## config.mk

```make
export PLATFORM = sky130hd
export DESIGN_NAME = perf_monitor_reader
export DESIGN_NICKNAME = d
export VERILOG_FILES = /design/src/rtl/perf_monitor_reader.sv
export SDC_FILE = /design/constraint.sdc
export NUM_CORES = 1
export LEC_CHECK = 0
export BUFFER_PORTS_ARGS = -buffer_cell sky130_fd_sc_hd__buf_4
export CAP_MARGIN = 20
export CORE_MARGIN = 2
export CORE_UTILIZATION = 36
export CTS_CLUSTER_SIZE = 30
export DETAILED_ROUTE_END_ITERATION = 6
export GPL_TIMING_DRIVEN = 0
export SYNTH_ARGS = -nofsm -noshare
export SYNTH_HDL_FRONTEND = slang
export SYNTH_SLANG_ARGS = --single-unit
```

## constraint.sdc

```tcl
create_clock -name clk_i -period 2.6 [get_ports clk_i]
set_input_delay 0.26 -clock clk_i [delete_from_list [all_inputs] [get_ports clk_i]]
set_output_delay 0.26 -clock clk_i [all_outputs]
set_load 0.1 [all_outputs]
```

## src/rtl/perf_monitor_reader.sv

```systemverilog
// perf_monitor_reader: register-bus initiator that polls PERF_DATA, clears
// each valid latency sample, forwards it on a valid/ready stream and keeps
// saturating count/sum/min/max statistics plus a bus-error counter.
module perf_monitor_reader #(
  parameter logic [2:0]  PERF_DATA_ADDR = 3'h0,
  parameter int unsigned POLL_INTERVAL  = 16,
  parameter int unsigned SUM_WIDTH      = 48
) (
  input  logic                 clk_i,
  input  logic                 rst_ni,
  input  logic                 enable_i,
  input  logic                 stats_clear_i,
  output logic [2:0]           reg_addr_o,
  output logic                 reg_write_o,
  output logic [31:0]          reg_wdata_o,
  output logic [3:0]           reg_wstrb_o,
  output logic                 reg_valid_o,
  input  logic [31:0]          reg_rdata_i,
  input  logic                 reg_error_i,
  input  logic                 reg_ready_i,
  output logic [30:0]          sample_o,
  output logic                 sample_valid_o,
  input  logic                 sample_ready_i,
  output logic [31:0]          count_o,
  output logic [SUM_WIDTH-1:0] sum_o,
  output logic [30:0]          min_o,
  output logic [30:0]          max_o,
  output logic [15:0]          err_count_o
);

  localparam int unsigned TW = (POLL_INTERVAL < 2) ? 1 : $clog2(POLL_INTERVAL + 1);
  // Accumulator scratch width: one carry bit above the wider of sum and sample.
  localparam int unsigned AW = ((SUM_WIDTH > 31) ? SUM_WIDTH : 31) + 1;
  localparam logic [TW-1:0] POLL_LOAD = TW'(POLL_INTERVAL);

  typedef enum logic [1:0] {S_WAIT, S_RD, S_WR, S_OUT} state_e;

  state_e               state_q;
  logic [TW-1:0]        timer_q;
  logic [2:0]           reg_addr_q;
  logic                 reg_write_q;
  logic [31:0]          reg_wdata_q;
  logic [3:0]           reg_wstrb_q;
  logic                 reg_valid_q;
  logic [30:0]          sample_q;
  logic                 sample_valid_q;

  logic [31:0]          count_q, count_d;
  logic [SUM_WIDTH-1:0] sum_q, sum_d;
  logic [30:0]          min_q, min_d;
  logic [30:0]          max_q, max_d;
  logic [15:0]          err_q, err_d;
  logic [AW-1:0]        sum_ext;

  logic bus_hs;
  logic smp_hs;

  assign bus_hs = reg_valid_q & reg_ready_i;
  assign smp_hs = sample_valid_q & sample_ready_i;

  // Poll/clear/forward sequencer with registered bus and stream outputs.
  // A read that returns a valid sample keeps reg_valid high and retargets the
  // request as the clearing write, so a burst drains at one sample per 3 cycles.
  always_ff @(posedge clk_i or negedge rst_ni) begin
    if (!rst_ni) begin
      state_q        <= S_WAIT;
      timer_q        <= '0;
      reg_addr_q     <= '0;
      reg_write_q    <= 1'b0;
      reg_wdata_q    <= '0;
      reg_wstrb_q    <= '0;
      reg_valid_q    <= 1'b0;
      sample_q       <= '0;
      sample_valid_q <= 1'b0;
    end else begin
      case (state_q)
        S_WAIT: begin
          if (timer_q != '0) begin
            timer_q <= timer_q - TW'(1);
          end else if (enable_i) begin
            state_q     <= S_RD;
            reg_valid_q <= 1'b1;
            reg_addr_q  <= PERF_DATA_ADDR;
            reg_write_q <= 1'b0;
            reg_wdata_q <= '0;
            reg_wstrb_q <= '0;
          end
        end
        S_RD: begin
          if (bus_hs) begin
            if (reg_error_i || !reg_rdata_i[31]) begin
              state_q     <= S_WAIT;
              timer_q     <= POLL_LOAD;
              reg_valid_q <= 1'b0;
              reg_addr_q  <= '0;
            end else begin
              state_q     <= S_WR;
              sample_q    <= reg_rdata_i[30:0];
              reg_write_q <= 1'b1;
              reg_wdata_q <= '0;
              reg_wstrb_q <= '1;
            end
          end
        end
        S_WR: begin
          if (bus_hs) begin
            reg_valid_q <= 1'b0;
            reg_addr_q  <= '0;
            reg_write_q <= 1'b0;
            reg_wdata_q <= '0;
            reg_wstrb_q <= '0;
            if (reg_error_i) begin
              state_q <= S_WAIT;
              timer_q <= POLL_LOAD;
            end else begin
              state_q        <= S_OUT;
              sample_valid_q <= 1'b1;
            end
          end
        end
        S_OUT: begin
          if (smp_hs) begin
            sample_valid_q <= 1'b0;
            if (enable_i) begin
              state_q     <= S_RD;
              reg_valid_q <= 1'b1;
              reg_addr_q  <= PERF_DATA_ADDR;
              reg_write_q <= 1'b0;
              reg_wdata_q <= '0;
              reg_wstrb_q <= '0;
            end else begin
              state_q <= S_WAIT;
              timer_q <= '0;
            end
          end
        end
        default: state_q <= S_WAIT;
      endcase
    end
  end

  // Next-state statistics; a clear overrides any coincident sample or error.
  always_comb begin
    count_d = count_q;
    sum_d   = sum_q;
    min_d   = min_q;
    max_d   = max_q;
    err_d   = err_q;
    sum_ext = '0;
    if (stats_clear_i) begin
      count_d = '0;
      sum_d   = '0;
      min_d   = '1;
      max_d   = '0;
      err_d   = '0;
    end else begin
      if (smp_hs) begin
        if (count_q != '1) count_d = count_q + 32'd1;
        sum_ext = AW'(sum_q) + AW'(sample_q);
        if (|sum_ext[AW-1:SUM_WIDTH]) sum_d = '1;
        else                          sum_d = sum_ext[SUM_WIDTH-1:0];
        if (sample_q < min_q) min_d = sample_q;
        if (sample_q > max_q) max_d = sample_q;
      end
      if (bus_hs && reg_error_i && (err_q != '1)) err_d = err_q + 16'd1;
    end
  end

  // Statistics registers.
  always_ff @(posedge clk_i or negedge rst_ni) begin
    if (!rst_ni) begin
      count_q <= '0;
      sum_q   <= '0;
      min_q   <= '1;
      max_q   <= '0;
      err_q   <= '0;
    end else begin
      count_q <= count_d;
      sum_q   <= sum_d;
      min_q   <= min_d;
      max_q   <= max_d;
      err_q   <= err_d;
    end
  end

  assign reg_addr_o     = reg_addr_q;
  assign reg_write_o    = reg_write_q;
  assign reg_wdata_o    = reg_wdata_q;
  assign reg_wstrb_o    = reg_wstrb_q;
  assign reg_valid_o    = reg_valid_q;
  assign sample_o       = sample_q;
  assign sample_valid_o = sample_valid_q;
  assign count_o        = count_q;
  assign sum_o          = sum_q;
  assign min_o          = min_q;
  assign max_o          = max_q;
  assign err_count_o    = err_q;

endmodule

```

Word-level counts from Yosys, hierarchy flattened
Cells that the tools add are included.
{ "op_classes": {"add_sub_neg": 4, "magnitude_cmp": 2, "n_eq_ne": 16, "mux": 69, "bitwise_logic": 3, "reduce_logical": 21} }
{ "ops": {"columns": ["op", "n"], "rows": [
  ["$mux 32", 9],
  ["$mux 31", 6],
  ["$mux 48", 3],
  ["$pmux 32 s4", 1],
  ["$add 48x31->49", 1],
  ["$mux 5", 7],
  ["$add 32x1->32 const B", 1],
  ["$mux 16", 2],
  ["$ne 32x32->1 const B", 1],
  ["$gt 31x31->1", 1],
  ["$lt 31x31->1", 1],
  ["$mux 4", 6],
  ["$ne 2x2->1 const B", 11],
  ["$pmux 5 s4", 1],
  ["$mux 3", 6],
  ["$add 16x1->16 const B", 1],
  ["$ne 16x16->1 const B", 1],
  ["$pmux 4 s4", 1],
  ["$mux 1", 15],
  ["$reduce_and 5->1", 3],
  ["$mux 2", 7],
  ["$pmux 3 s4", 1],
  ["$reduce_bool 2->1", 6],
  ["$pmux 1 s4", 2],
  ["other kinds (16)", 21]
]} }
{ "word_totals": {"register_bits": 238, "input_bits": 39, "out_inout_bits": 231} }

Longest topological paths before layout
{ "depth": {"depth_word": 5, "mapped_depth": 12, "ltp_nobuf": 10} }

Worst setup path after synthesis
No wires, ideal clock.
{ "synth_timing": {"path_type": "register to register", "from": "register sample_q[0] (netlist: sample_o[0])", "to": "register sum_q[42] (netlist: sum_o[42])", "setup_ps": 122, "arrival_time_ps": 3185, "slack_ps": -707, "stages_incl_launch_ff": 13, "n_path_buf": 2, "path_cell_list": "dfrtp_1 -> ha_1 -> fa_1 -> a21oi_1 -> nor2_2 -> o311ai_2 -> a211oi_4 -> o21ai_0 -> and3_1 -> buf_6 -> buf_6 -> nand3_1 -> o211a_1"} }
{ "synth_between": {"elab_chain_cells": 4} }
{ "synth_lines": {"columns": ["element", "line_no", "source"], "rows": [
  ["start, declared", "45", "logic [30:0] sample_q;"],
  ["start signal, assigned", "98", "sample_q <= reg_rdata_i[30:0];"],
  ["$add 48x31->49", "159", "sum_ext = AW'(sum_q) + AW'(sample_q);"],
  ["$mux 48", "160", "if (|sum_ext[AW-1:SUM_WIDTH]) sum_d = '1;"],
  ["$mux 48", "157", "if (smp_hs) begin"],
  ["$mux 48", "150", "if (stats_clear_i) begin"],
  ["end signal, assigned", "179", "sum_q <= sum_d;"],
  ["end, declared", "49", "logic [SUM_WIDTH-1:0] sum_q, sum_d;"]
]} }
No other way between the ends. The select of a mux whose other input is x is not followed.
A chain may end at the register's enable or synchronous reset.

Final worst setup path
{ "layout_timing": {"from": "register sample_q[0] (netlist: sample_o[0])", "to": "register sum_q[31] (netlist: sum_o[31])"} }
The elaborated chain is that of the path after synthesis.

==> impl_metrics.yaml <==
outcome:
  status: "complete, but fails checks"
  violations: "setup timing"
sta:
  fin_skew_ns: 0.0147
  worst_slew_pin_slew_ns: 1.35
  max_freq_ghz: 0.347
  drv_slew: 0
  rsz0062_at_grt: "yes"
  fin_crit_ns: 2.88
  period_share_pct: 111
  worst_slack_ns: -0.279
  hold_viol_final: 0
  slew_headroom_pct: 9.87
  finalSetupViolations: 77
cts:
  root_buffer: "clkbuf_16"
  cts-htree-levels: 4
  cts_tree: "built"
  cts.sinks: 199
  cts_made_buffers: 17
  insertion_delay_ns: 0.46
  clk_pin_slew_ns: 0.08
  clock_path_buffers: 2
yosys:
  synth_top_family_by_area: "compound AO/OA/AOI/OAI gates"
  synth_xor_area_share_pct: 5.02
  seq_area_frac_synth_pct: 40.0
  synth_edf_count: 0
  synth-compound-area-share_pct: 19.6
  ys_types: 82
  synth_adder_area_share_pct: 10.2
  async_reset_ff_share_pct: 100
  yosys_warnings: 0
  synth_top_flop_cell: "dfrtp_1"
  avgSynthCellArea_um2: 9.40
  synthMuxAreaShare_pct: 2.93
  synthCells: 1336
  yosys_register_bits: 199
  synth_area_mm2: 0.0126
  synth-simple-area-share_pct: 15.3
routing:
  wl_per_cell_um: 20.4
  dr.first_iter.drc_count: 760
  drtPass1Iterations: 5
  vias: 11900
  viasPerCell: 5.47
  drc: 0
  routed_wl_um: 44400
  ant_nets: 0
setup_path:
  cp_data_required_time_ns: 2.95
  cp.arrival_ns: 3.22
  worstSetupPathType: "reg -> reg"
  critPathLaunchType: "register"
  slowest_delay_ns: 0.53
  slowest_stage: "dfrtp_4"
  cp-end-kind: "register"
  cp_top_family: "compound AO/OA/AOI/OAI gates"
  crit_chain: "ha_4, fa_2, a21oi_4, nor2_4, o311ai_4, a211oi_4, buf_4, o21ai_4, buf_4, nand2_2, o41a_1, o211a_1"
  crit_top_cell: "buf_4"
  worst-path-max-fanout: 4
  path_buf_inv: 2
final_layout:
  mostFrequentLayoutCell: "buf_4"
  area_growth_pct: 48.3
  layout_common_cells: "333 x buf_4, 93 x nor2_1, 73 x dfrtp_2"
  final_nets: 1848
  stdcell_area_mm2: 0.0186
  fin_util_pct: 54.0
  drive_gt1_share_pct: 46.9
  diodes: 0
pwr:
  vdd_ir_drop_max_mv: 0.444
  power_density_mw_per_mm2: 353
  leakagePower_nw: 8.29
floorplanning:
  start_util_pct: 36.4
  coreArea_mm2: 0.0345
  fp.dieW_um: 191
  dieArea_mm2: 0.0364
  die_h_um: 191
  fp-row-count: 68
  io_pins: 270
placed_design:
  port_buffers: 234
  place_congestion: 0.874
  place_area_mm2: 0.0158
  place_hpwl_um: 30700
global_route:
  grt-ovfl-total: 0
  grt_usage_pct: 23.3
  grt_pass1_wl_um: 65300
  first_global_vias: 11300
  grt_max_degree: 76
  antenna_found_initial: 0
run:
  drv_cap: 0
hold_path:
  hold_path.class: "in -> reg"
registers in the layout, summed over array words and instances, names as in the netlist:
| signal | flops |
|---|---|
| sample_valid_o | 1 |
| reg_valid_o | 1 |
| err_count_o | 16 |
| max_o | 31 |
| sum_o | 48 |
| reg_wstrb_o | 1 |
| state_q | 2 |
| min_o | 31 |
| count_o | 32 |
| timer_q | 5 |
| sample_o | 31 |
report_power, final:
part / total, mW / internal, mW / leakage (nW) / switching [mW]
combinational: 0.495 / 0.0957 / 5.53 / 0.399
clock: 2.98 / 1.70 / 0.311 / 1.28
sequential: 3.09 / 3.09 / 2.44 / 0.00000000000000124
cells in the mapped netlist, types with 4 or more instances:
library cell / instances / area [um2]
nand3_1: 42 / 210
or2_2: 4 / 25.0
a311oi_1: 8 / 70.1
mux2_2: 30 / 338
nor2_1: 98 / 368
nand2b_1: 5 / 31.3
buf_1: 4 / 15.0
nor3_1: 50 / 250
clkbuf_1: 54 / 203
dfstp_2: 31 / 815
and3_1: 19 / 119
and4_1: 9 / 78.8
nand4_1: 29 / 181
nor2b_1: 10 / 62.6
o2111ai_1: 31 / 272
o211a_1: 4 / 40.0
and2_1: 15 / 93.8
a211oi_1: 4 / 30.0
ha_1: 101 / 1260
nor4_1: 4 / 25.0
o21ai_0: 74 / 370
a21o_1: 32 / 240
o31ai_1: 30 / 225
buf_4: 40 / 300
a31oi_1: 48 / 300
a21oi_1: 83 / 415
or3_1: 5 / 31.3
dfrtp_1: 168 / 4200
o211ai_1: 5 / 37.5
o21a_1: 6 / 45.0
xnor2_1: 27 / 236
inv_1: 84 / 315
xor2_1: 45 / 394
nand2_1: 69 / 259
repair_timing:
action                     in CTS  in global routing
setup endpoints to repair     140                126
pin swaps                      33                 40
cloned                          0                 10
buffers inserted               55                 21
hold buffers                    2                  0
hold endpoints to repair       49                  0
resized for setup              89                193
kinds of logic (layout without fill, tap and decap cells):
group                      count (synthesis)  in the layout
muxes                                     33             33
other                                      1             35
buffers and inverters                    187            537
and+or+nand+nor                          377            377
adders and majority gates                102            102
DFF                                      199            199
AOI/OAI and AO/OA                        365            365
xor gates and xnor gates                  72             72
metal layers:
layer  GRT usage, %  up-vias  wire, um
met5              0        -         0
met4           9.15        0      1280
met3           5.19       58      2950
met2           38.6      407     21500
met1           29.5     5868     18700
li1               -     5563         -
final timing paths:
kind | startpoint | end | cells past startpoint | slack, ns
setup / recovery | sample_o[0] | sum_o[31] | 12 | -0.28
hold / removal | reg_rdata_i[17] | sample_o[17] | 2 | 0.04
max in group asynchronous | rst_ni | sample_o[30] | 4 | 1.07
setup reg to reg | sample_o[0] | sum_o[31] | 12 | -0.28
min in group asynchronous | rst_ni | sample_o[11] | 2 | 0.32
hold reg to reg | min_o[7] | min_o[7] | 2 | 0.52
final cells by class:
class	instances	area (um2)
fillers	3059	15800
multi-input cells	984	8350
flip-flops and latches	199	5330
repair buffers	323	2680
plain buffers	98	724
well taps	455	569
clock buffers	22	474
inverters	84	323
clock inverters	10	168
metrics by stage:
step / setup slack (ns) / instances / total power [mW] / hold WS, ns / setup TNS [ns]
2_1_floorplan: -0.155 / 1370 / 3.47 / -0.0356 / -2.12
3_3_place_gp: -0.986 / 2059 / 3.62 / 0.467 / -133.67
3_5_place_dp: -1.02 / 2061 / 3.63 / 0.216 / -60.90
4_1_cts: -0.262 / 2145 / 6.61 / 0.0162 / -7.71
5_1_grt: -0.341 / 2175 / 6.76 / 0.0264 / -17.92
6_report: -0.279 / 2175 / 6.57 / 0.0400 / -9.58
worst register-to-register path, cell delays in order, from the launching register on:
cell and delay, ns:
dfrtp_4 0.53, ha_4 0.19, fa_2 0.36, a21oi_4 0.18, nor2_4 0.07, o311ai_4 0.34
a211oi_4 0.15, buf_4 0.17, o21ai_4 0.17, buf_4 0.14, nand2_2 0.06, o41a_1 0.31
o211a_1 0.12
No activity file was read; power rests on OpenSTA's default activity.
